===== src/rtl/pool_out_packer.sv =====
`default_nettype none
// ---------------------------------------------------------------------------
// pool_out_packer: packs PACK pooled vectors per beat into a valid/ready FIFO.
// Option POOL_OUT_PACKER_STALL_CNT_EN adds STALL_CNT.  Rev 1.0
// ---------------------------------------------------------------------------
module pool_out_packer #(
  parameter int DATA_WIDTH      = 16,
  parameter int NUM_PE          = 4,
  parameter int PACK            = 2,
  parameter int FIFO_ADDR_WIDTH = 4,
  parameter int COUNTER_WIDTH   = 8
) (
  input  logic                                CLK,
  input  logic                                RESET,
  input  logic                                START,
  input  logic [COUNTER_WIDTH-1:0]            ROW_VECS,
  input  logic [COUNTER_WIDTH-1:0]            NUM_ROWS,
  input  logic [DATA_WIDTH*NUM_PE-1:0]        DATA_IN,
  input  logic                                IN_VALID,
  output logic [DATA_WIDTH*NUM_PE*PACK-1:0]   M_DATA,
  output logic                                M_VALID,
  input  logic                                M_READY,
  output logic                                M_LAST,
  output logic                                BUSY,
  output logic                                DONE,
  output logic                                OVERFLOW,
  output logic                                DROP
`ifdef POOL_OUT_PACKER_STALL_CNT_EN
  ,
  output logic [31:0]                         STALL_CNT
`endif
);

  localparam int VEC_W  = DATA_WIDTH * NUM_PE;
  localparam int BEAT_W = VEC_W * PACK;
  localparam int DEPTH  = 1 << FIFO_ADDR_WIDTH;
  localparam int CW     = COUNTER_WIDTH;
  localparam logic [CW-1:0] PACK_LAST = CW'(PACK - 1);

  localparam logic [1:0] S_IDLE  = 2'd0;
  localparam logic [1:0] S_RUN   = 2'd1;
  localparam logic [1:0] S_DRAIN = 2'd2;

  logic [1:0]              state;
  logic [CW-1:0]           row_vecs;
  logic [CW-1:0]           num_rows;
  logic [CW-1:0]           pack_cnt;
  logic [CW-1:0]           vec_cnt;
  logic [CW-1:0]           row_cnt;
  logic [BEAT_W-1:0]       pack_buf;
  logic [BEAT_W-1:0]       beat_next;
  logic                    push_pend;
  logic                    push_last;
  logic [BEAT_W-1:0]       push_data;

  logic [BEAT_W:0]         mem [DEPTH];
  logic [FIFO_ADDR_WIDTH:0] wr_ptr;
  logic [FIFO_ADDR_WIDTH:0] rd_ptr;
  logic [BEAT_W:0]         head;
  logic                    fifo_empty;
  logic                    fifo_full;
  logic                    pop;
  logic                    push;

  logic                    take;
  logic                    row_end;
  logic                    beat_done;
  logic                    job_end;

  // Slot 0 sits in the LSBs; the buffer is zeroed after every beat so a
  // row-end partial beat carries zeros in its unfilled slots.
  always_comb begin
    beat_next = pack_buf;
    for (int i = 0; i < PACK; i++) begin
      if (pack_cnt == CW'(i)) beat_next[i*VEC_W +: VEC_W] = DATA_IN;
    end
  end

  assign take      = (state == S_RUN) && IN_VALID;
  assign row_end   = (vec_cnt == row_vecs - CW'(1));
  assign beat_done = (pack_cnt == PACK_LAST) || row_end;
  assign job_end   = row_end && (row_cnt == num_rows - CW'(1));

  assign fifo_empty = (wr_ptr == rd_ptr);
  assign fifo_full  = (wr_ptr[FIFO_ADDR_WIDTH] != rd_ptr[FIFO_ADDR_WIDTH]) &&
                      (wr_ptr[FIFO_ADDR_WIDTH-1:0] == rd_ptr[FIFO_ADDR_WIDTH-1:0]);
  assign pop        = M_VALID && M_READY;
  assign push       = push_pend && (!fifo_full || pop);

  assign head    = mem[rd_ptr[FIFO_ADDR_WIDTH-1:0]];
  assign M_VALID = !fifo_empty;
  assign M_DATA  = fifo_empty ? '0 : head[BEAT_W-1:0];
  assign M_LAST  = !fifo_empty && head[BEAT_W];
  assign BUSY    = (state != S_IDLE);
  assign DONE    = (state == S_DRAIN) && fifo_empty && !push_pend;

  always_ff @(posedge CLK) begin
    if (RESET) begin
      state     <= S_IDLE;
      row_vecs  <= '0;
      num_rows  <= '0;
      pack_cnt  <= '0;
      vec_cnt   <= '0;
      row_cnt   <= '0;
      pack_buf  <= '0;
      push_pend <= 1'b0;
      push_last <= 1'b0;
      push_data <= '0;
      OVERFLOW  <= 1'b0;
      DROP      <= 1'b0;
    end else begin
      // A completed beat waits one cycle in push_data before entering the FIFO.
      push_pend <= take && beat_done;
      if (take && beat_done) begin
        push_data <= beat_next;
        push_last <= row_end;
      end
      if (push_pend && fifo_full && !pop) OVERFLOW <= 1'b1;

      case (state)
        S_IDLE: begin
          if (IN_VALID) DROP <= 1'b1;
          if (START) begin
            row_vecs <= (ROW_VECS == '0) ? CW'(1) : ROW_VECS;
            num_rows <= (NUM_ROWS == '0) ? CW'(1) : NUM_ROWS;
            pack_cnt <= '0;
            vec_cnt  <= '0;
            row_cnt  <= '0;
            pack_buf <= '0;
            state    <= S_RUN;
          end
        end
        S_RUN: begin
          if (take) begin
            if (beat_done) begin
              pack_cnt <= '0;
              pack_buf <= '0;
            end else begin
              pack_cnt <= pack_cnt + CW'(1);
              pack_buf <= beat_next;
            end
            if (row_end) begin
              vec_cnt <= '0;
              row_cnt <= row_cnt + CW'(1);
              if (job_end) state <= S_DRAIN;
            end else begin
              vec_cnt <= vec_cnt + CW'(1);
            end
          end
        end
        S_DRAIN: begin
          if (IN_VALID) DROP <= 1'b1;
          if (fifo_empty && !push_pend) state <= S_IDLE;
        end
        default: state <= S_IDLE;
      endcase
    end
  end

  always_ff @(posedge CLK) begin
    if (RESET) begin
      wr_ptr <= '0;
      rd_ptr <= '0;
    end else begin
      if (push) wr_ptr <= wr_ptr + 1'b1;
      if (pop)  rd_ptr <= rd_ptr + 1'b1;
    end
  end

  // When full, a simultaneous pop frees the head slot that this write reuses.
  always_ff @(posedge CLK) begin
    if (push) mem[wr_ptr[FIFO_ADDR_WIDTH-1:0]] <= {push_last, push_data};
  end

`ifdef POOL_OUT_PACKER_STALL_CNT_EN
  always_ff @(posedge CLK) begin
    if (RESET) begin
      STALL_CNT <= '0;
    end else if ((state == S_IDLE) && START) begin
      STALL_CNT <= '0;
    end else if (M_VALID && !M_READY && (STALL_CNT != '1)) begin
      STALL_CNT <= STALL_CNT + 32'd1;
    end
  end
`endif

endmodule
`default_nettype wire


===== config.mk =====
export PLATFORM = sky130hd
export DESIGN_NAME = pool_out_packer
export DESIGN_NICKNAME = d
export VERILOG_FILES = /design/src/rtl/pool_out_packer.sv
export SDC_FILE = /design/constraint.sdc
export NUM_CORES = 2
export LEC_CHECK = 0
export CELL_PAD_IN_SITES_DETAIL_PLACEMENT = 1
export CELL_PAD_IN_SITES_GLOBAL_PLACEMENT = 2
export CORE_MARGIN = 10
export CORE_UTILIZATION = 49
export CTS_BUF_LIST = sky130_fd_sc_hd__clkbuf_8 sky130_fd_sc_hd__clkbuf_16
export DETAILED_ROUTE_END_ITERATION = 16
export PLACE_DENSITY = 0.88
export RECOVER_POWER = 50
export SETUP_SLACK_MARGIN = 0.5
export SLEW_MARGIN = 10
export SYNTH_ARGS = -nofsm -noshare
export SYNTH_HDL_FRONTEND = slang
export SYNTH_SLANG_ARGS = --single-unit

===== constraint.sdc =====
create_clock -name CLK -period 18.3 [get_ports CLK]
set_input_delay 5.49 -clock CLK [delete_from_list [all_inputs] [get_ports CLK]]
set_output_delay 5.49 -clock CLK [all_outputs]
set_load 0.01 [all_outputs]

==> flow_summary.toml <==
[power_and_ir_drop]
ir_drop_mv = 0.0798
p_leak_nw = 33.2
powerDensity_nw_per_um2 = 104
pwr-share-seq = 0.551
swShare = 0.204
power_switching_mw = 2.18
pwr-share-clk = 0.431
internal_power_mw = 8.50
power_frac_comb = 0.019

[synth]
netlist_area_um2 = 90700
post_synth.cell_area_avg_um2 = 21.3
netlist_instances = 4266
synth_fp_nets = 4363
synth_edf_count = 2064
synthFlopType = "edfxtp_1"
synth-warning-count = 0
synth_cell_types = 60
synth_sequential_area_ratio = 0.753
synth_seq_cells = 2380
synth-async-reset-ratio = 0

[timing]
worst_pin_slew_ps = 4110
max_freq_ghz = 0.0899
timing.hold.ws_ps = 466
fin_crit_ps = 11120
skew_ps = 33.3
timing.final.crit_share = 0.608
finalSetupTns_ps = 0
rsz0062_at_grt = "false"
drv_slew = 370
hold_viol = 0
setup_violations = 0
maxSlewHeadroom = -1.74

[die]
die-area_um2 = 203000
rows = 157
coreArea_um2 = 183000
start_util = 0.494
die_w_um = 450
io_pins = 219
fp.dieH_um = 450

[grt]
grt_pass1_vias = 48734
overflow = 0
grt_pass1_wl_um = 353000
grt_start_max_net_pins = 145
antenna_found_initial = 38
track_usage = 0.237

[finish]
num-nets-final = 4606
post-route-util = 0.562
n_fill_cell = 15703
drive_above_1_share = 0.229
multi_input_area_um2 = 21300
synthToLayoutAreaGrowth_pct = 13.7
final_area_um2 = 103000
regArea_um2 = 68300

[clock_tree]
cts.sinks = 2380
cts-buffers-inserted = 225
postCtsHoldBufs = 0
postCtsResizedCells = 0
cts.clk_slew.worst_paths_ps = 60
cts_buffer_depth = 3
cts_tree = "done"
cts-htree-levels = 4
post-cts-setup-buffers = 0
clk_latency_ps = 840
clock-root-buffer = "clkbuf_16"

[detailed_routing]
first_pass_iters = 5
routed_wl_um = 242000
via_count = 45586
drt-vias-per-instance = 6.33
wl_per_cell_um = 33.6
ant_nets = 0
route.detailed.drc = 0
initialDrtViolationCount = 5967

[setup_path]
path_delay_family = "buffers and inverters"
end_kind = "primary output"
timing.rr.start = "row_vecs[0]"
critPathKind = "reg -> out"
max_stage_delay_ps = 1070
crit_fanout = 103
crit_top_cell = "mux4_2"
slowest_stage = "dfxtp_4"
crit_path_start_kind = "flip-flop"
path_buf_inv = 3
worstPathRequired_ps = 12810
path_cells = "buf_12, buf_4, mux4_2, mux4_2, and2_1, clkdlybuf4s50_1"
arrival_ps = 5630

[run_status]
outcome = "finished, violations left"
violations = "capacitance limit, slew limit"

[placed_design]
post_dp_cell_area_um2 = 95700
hpwlAfterDp_um = 125000
gp_congestion = 0.753
port_buffers = 218

[hold_path]
hp-start = "pack_buf[120]"
hold_path.class = "reg -> reg"

[flow_run]
max_cap_viol_count = 12
[synthesized netlist by cell type, types with 2 or more instances]
master / n / area, um2
or3_1: 10 / 62.6
or4_1: 6 / 45.0
nor3b_1: 2 / 15.0
mux2i_1: 133 / 1330
nand2b_1: 10 / 62.6
nor4_1: 6 / 37.5
and3_1: 4 / 25.0
a211o_1: 3 / 26.3
a31oi_1: 4 / 25.0
a21oi_1: 158 / 791
xnor2_1: 19 / 166
nand2_1: 58 / 218
clkbuf_1: 182 / 683
nand3_1: 19 / 95.1
and2_1: 196 / 1230
nor2_1: 33 / 124
nor3_1: 20 / 100
nand4_1: 11 / 68.8
ha_1: 12 / 150
buf_4: 11 / 82.6
buf_1: 20 / 75.1
nor2b_1: 6 / 37.5
buf_2: 54 / 270
a2111oi_2: 2 / 30.0
xor2_1: 18 / 158
dfxtp_1: 316 / 6330
a22o_1: 64 / 561
inv_1: 13 / 48.8
o21ai_0: 4 / 20.0
a211oi_1: 132 / 991
edfxtp_1: 2064 / 62000
a21oi_2: 2 / 17.5
mux4_2: 645 / 14500
o211ai_1: 3 / 22.5
[flip-flops by register name (all words and copies together) (netlist names), named ones only]
signal / flops
rd_ptr: 5
pack_cnt: 8
DROP: 1
vec_cnt: 8
push_data: 128
state: 2
OVERFLOW: 1
push_last: 1
row_cnt: 8
pack_buf: 128
mem: 2064
wr_ptr: 5
push_pend: 1
row_vecs: 8
num_rows: 8
[stage by stage]
| step | power, mW | std cells | worst slack [ps] |
|---|---|---|---|
| after detailed placement | 6.19 | 6746 | 7860 |
| after global placement | 6.18 | 6746 | 7900 |
| after CTS | 10.7 | 7175 | 6960 |
| final | 10.7 | 7205 | 7180 |
| after floorplan | 6.10 | 4266 | 2770 |
| after global routing | 11.0 | 7204 | 6720 |
[final cells by class]
class,instances,share of cell area
Inverter,13,0.000473
Multi-Input combinational cell,1605,0.207
Clock inverter,168,0.0113
Timing Repair Buffer,284,0.0279
Clock buffer,261,0.0601
Antenna cell,30,0.000728
Tap cell,2464,0.0299
Sequential cell,2380,0.663
[routing by layer]
| metal | vias to the layer above | part of all wire | GRT usage |
|---|---|---|---|
| li1 | 18250 | - | - |
| met1 | 24536 | 0.38 | 0.316 |
| met2 | 2428 | 0.50 | 0.388 |
| met3 | 370 | 0.081 | 0.0393 |
| met4 | 2 | 0.036 | 0.0991 |
| met5 | - | 0.000050 | 0 |
[path summary, 6_finish.rpt]
kind	to	slack, ps	cells past startpoint
worst min register to register	pack_buf[120]	470	1
worst min-delay path	pack_buf[120]	470	1
worst max register to register	push_data[87]	11750	10
worst max-delay path	M_DATA[75]	7180	6
[power by group through the flow]
stage | logic, mW | clock network, mW | registers [mW]
finish | 0.199 | 4.60 | 5.88
CTS | 0.200 | 4.65 | 5.88
global route | 0.210 | 4.87 | 5.88
detailed placement | 0.198 | 0 | 5.99
floorplan | 0.117 | 0 | 5.98
global placement | 0.193 | 0 | 5.99
[logic make-up after synthesis]
logic type	count (synthesis)	share of synthesized area
buffers and inverters	281	0.0129
AOI/OAI and AO/OA	388	0.0292
and+or+nand+nor	390	0.0243
xor gates and xnor gates	37	0.00357
adders and majority gates	12	0.00166
muxes	778	0.175
DFF	2380	0.753
[cell usage in the layout, fill, tap and decap left out, types with 7 or more instances in the layout]
cell	netlist	routed
clkinv_1	0	29
a211oi_1	132	132
dfxtp_1	316	312
nor3_1	20	17
edfxtp_1	2064	2064
nand4_1	11	11
nor2_4	0	7
nand2_1	58	58
clkinv_2	0	48
clkbuf_16	0	231
clkbuf_1	182	7
nand3_1	19	17
ha_1	12	12
diode_2	0	30
xnor2_1	19	19
mux4_2	645	645
inv_1	13	72
a22o_1	64	64
xor2_1	18	18
nor2_1	33	26
buf_12	0	18
buf_4	11	41
a21oi_1	158	159
mux2i_1	133	133
clkbuf_8	0	30
and2_0	0	9
and2_1	196	187
bufinv_16	0	12
clkdlybuf4s50_1	0	215
or3_1	10	10
nand2b_1	10	9
(Power assumes the default switching activity.)
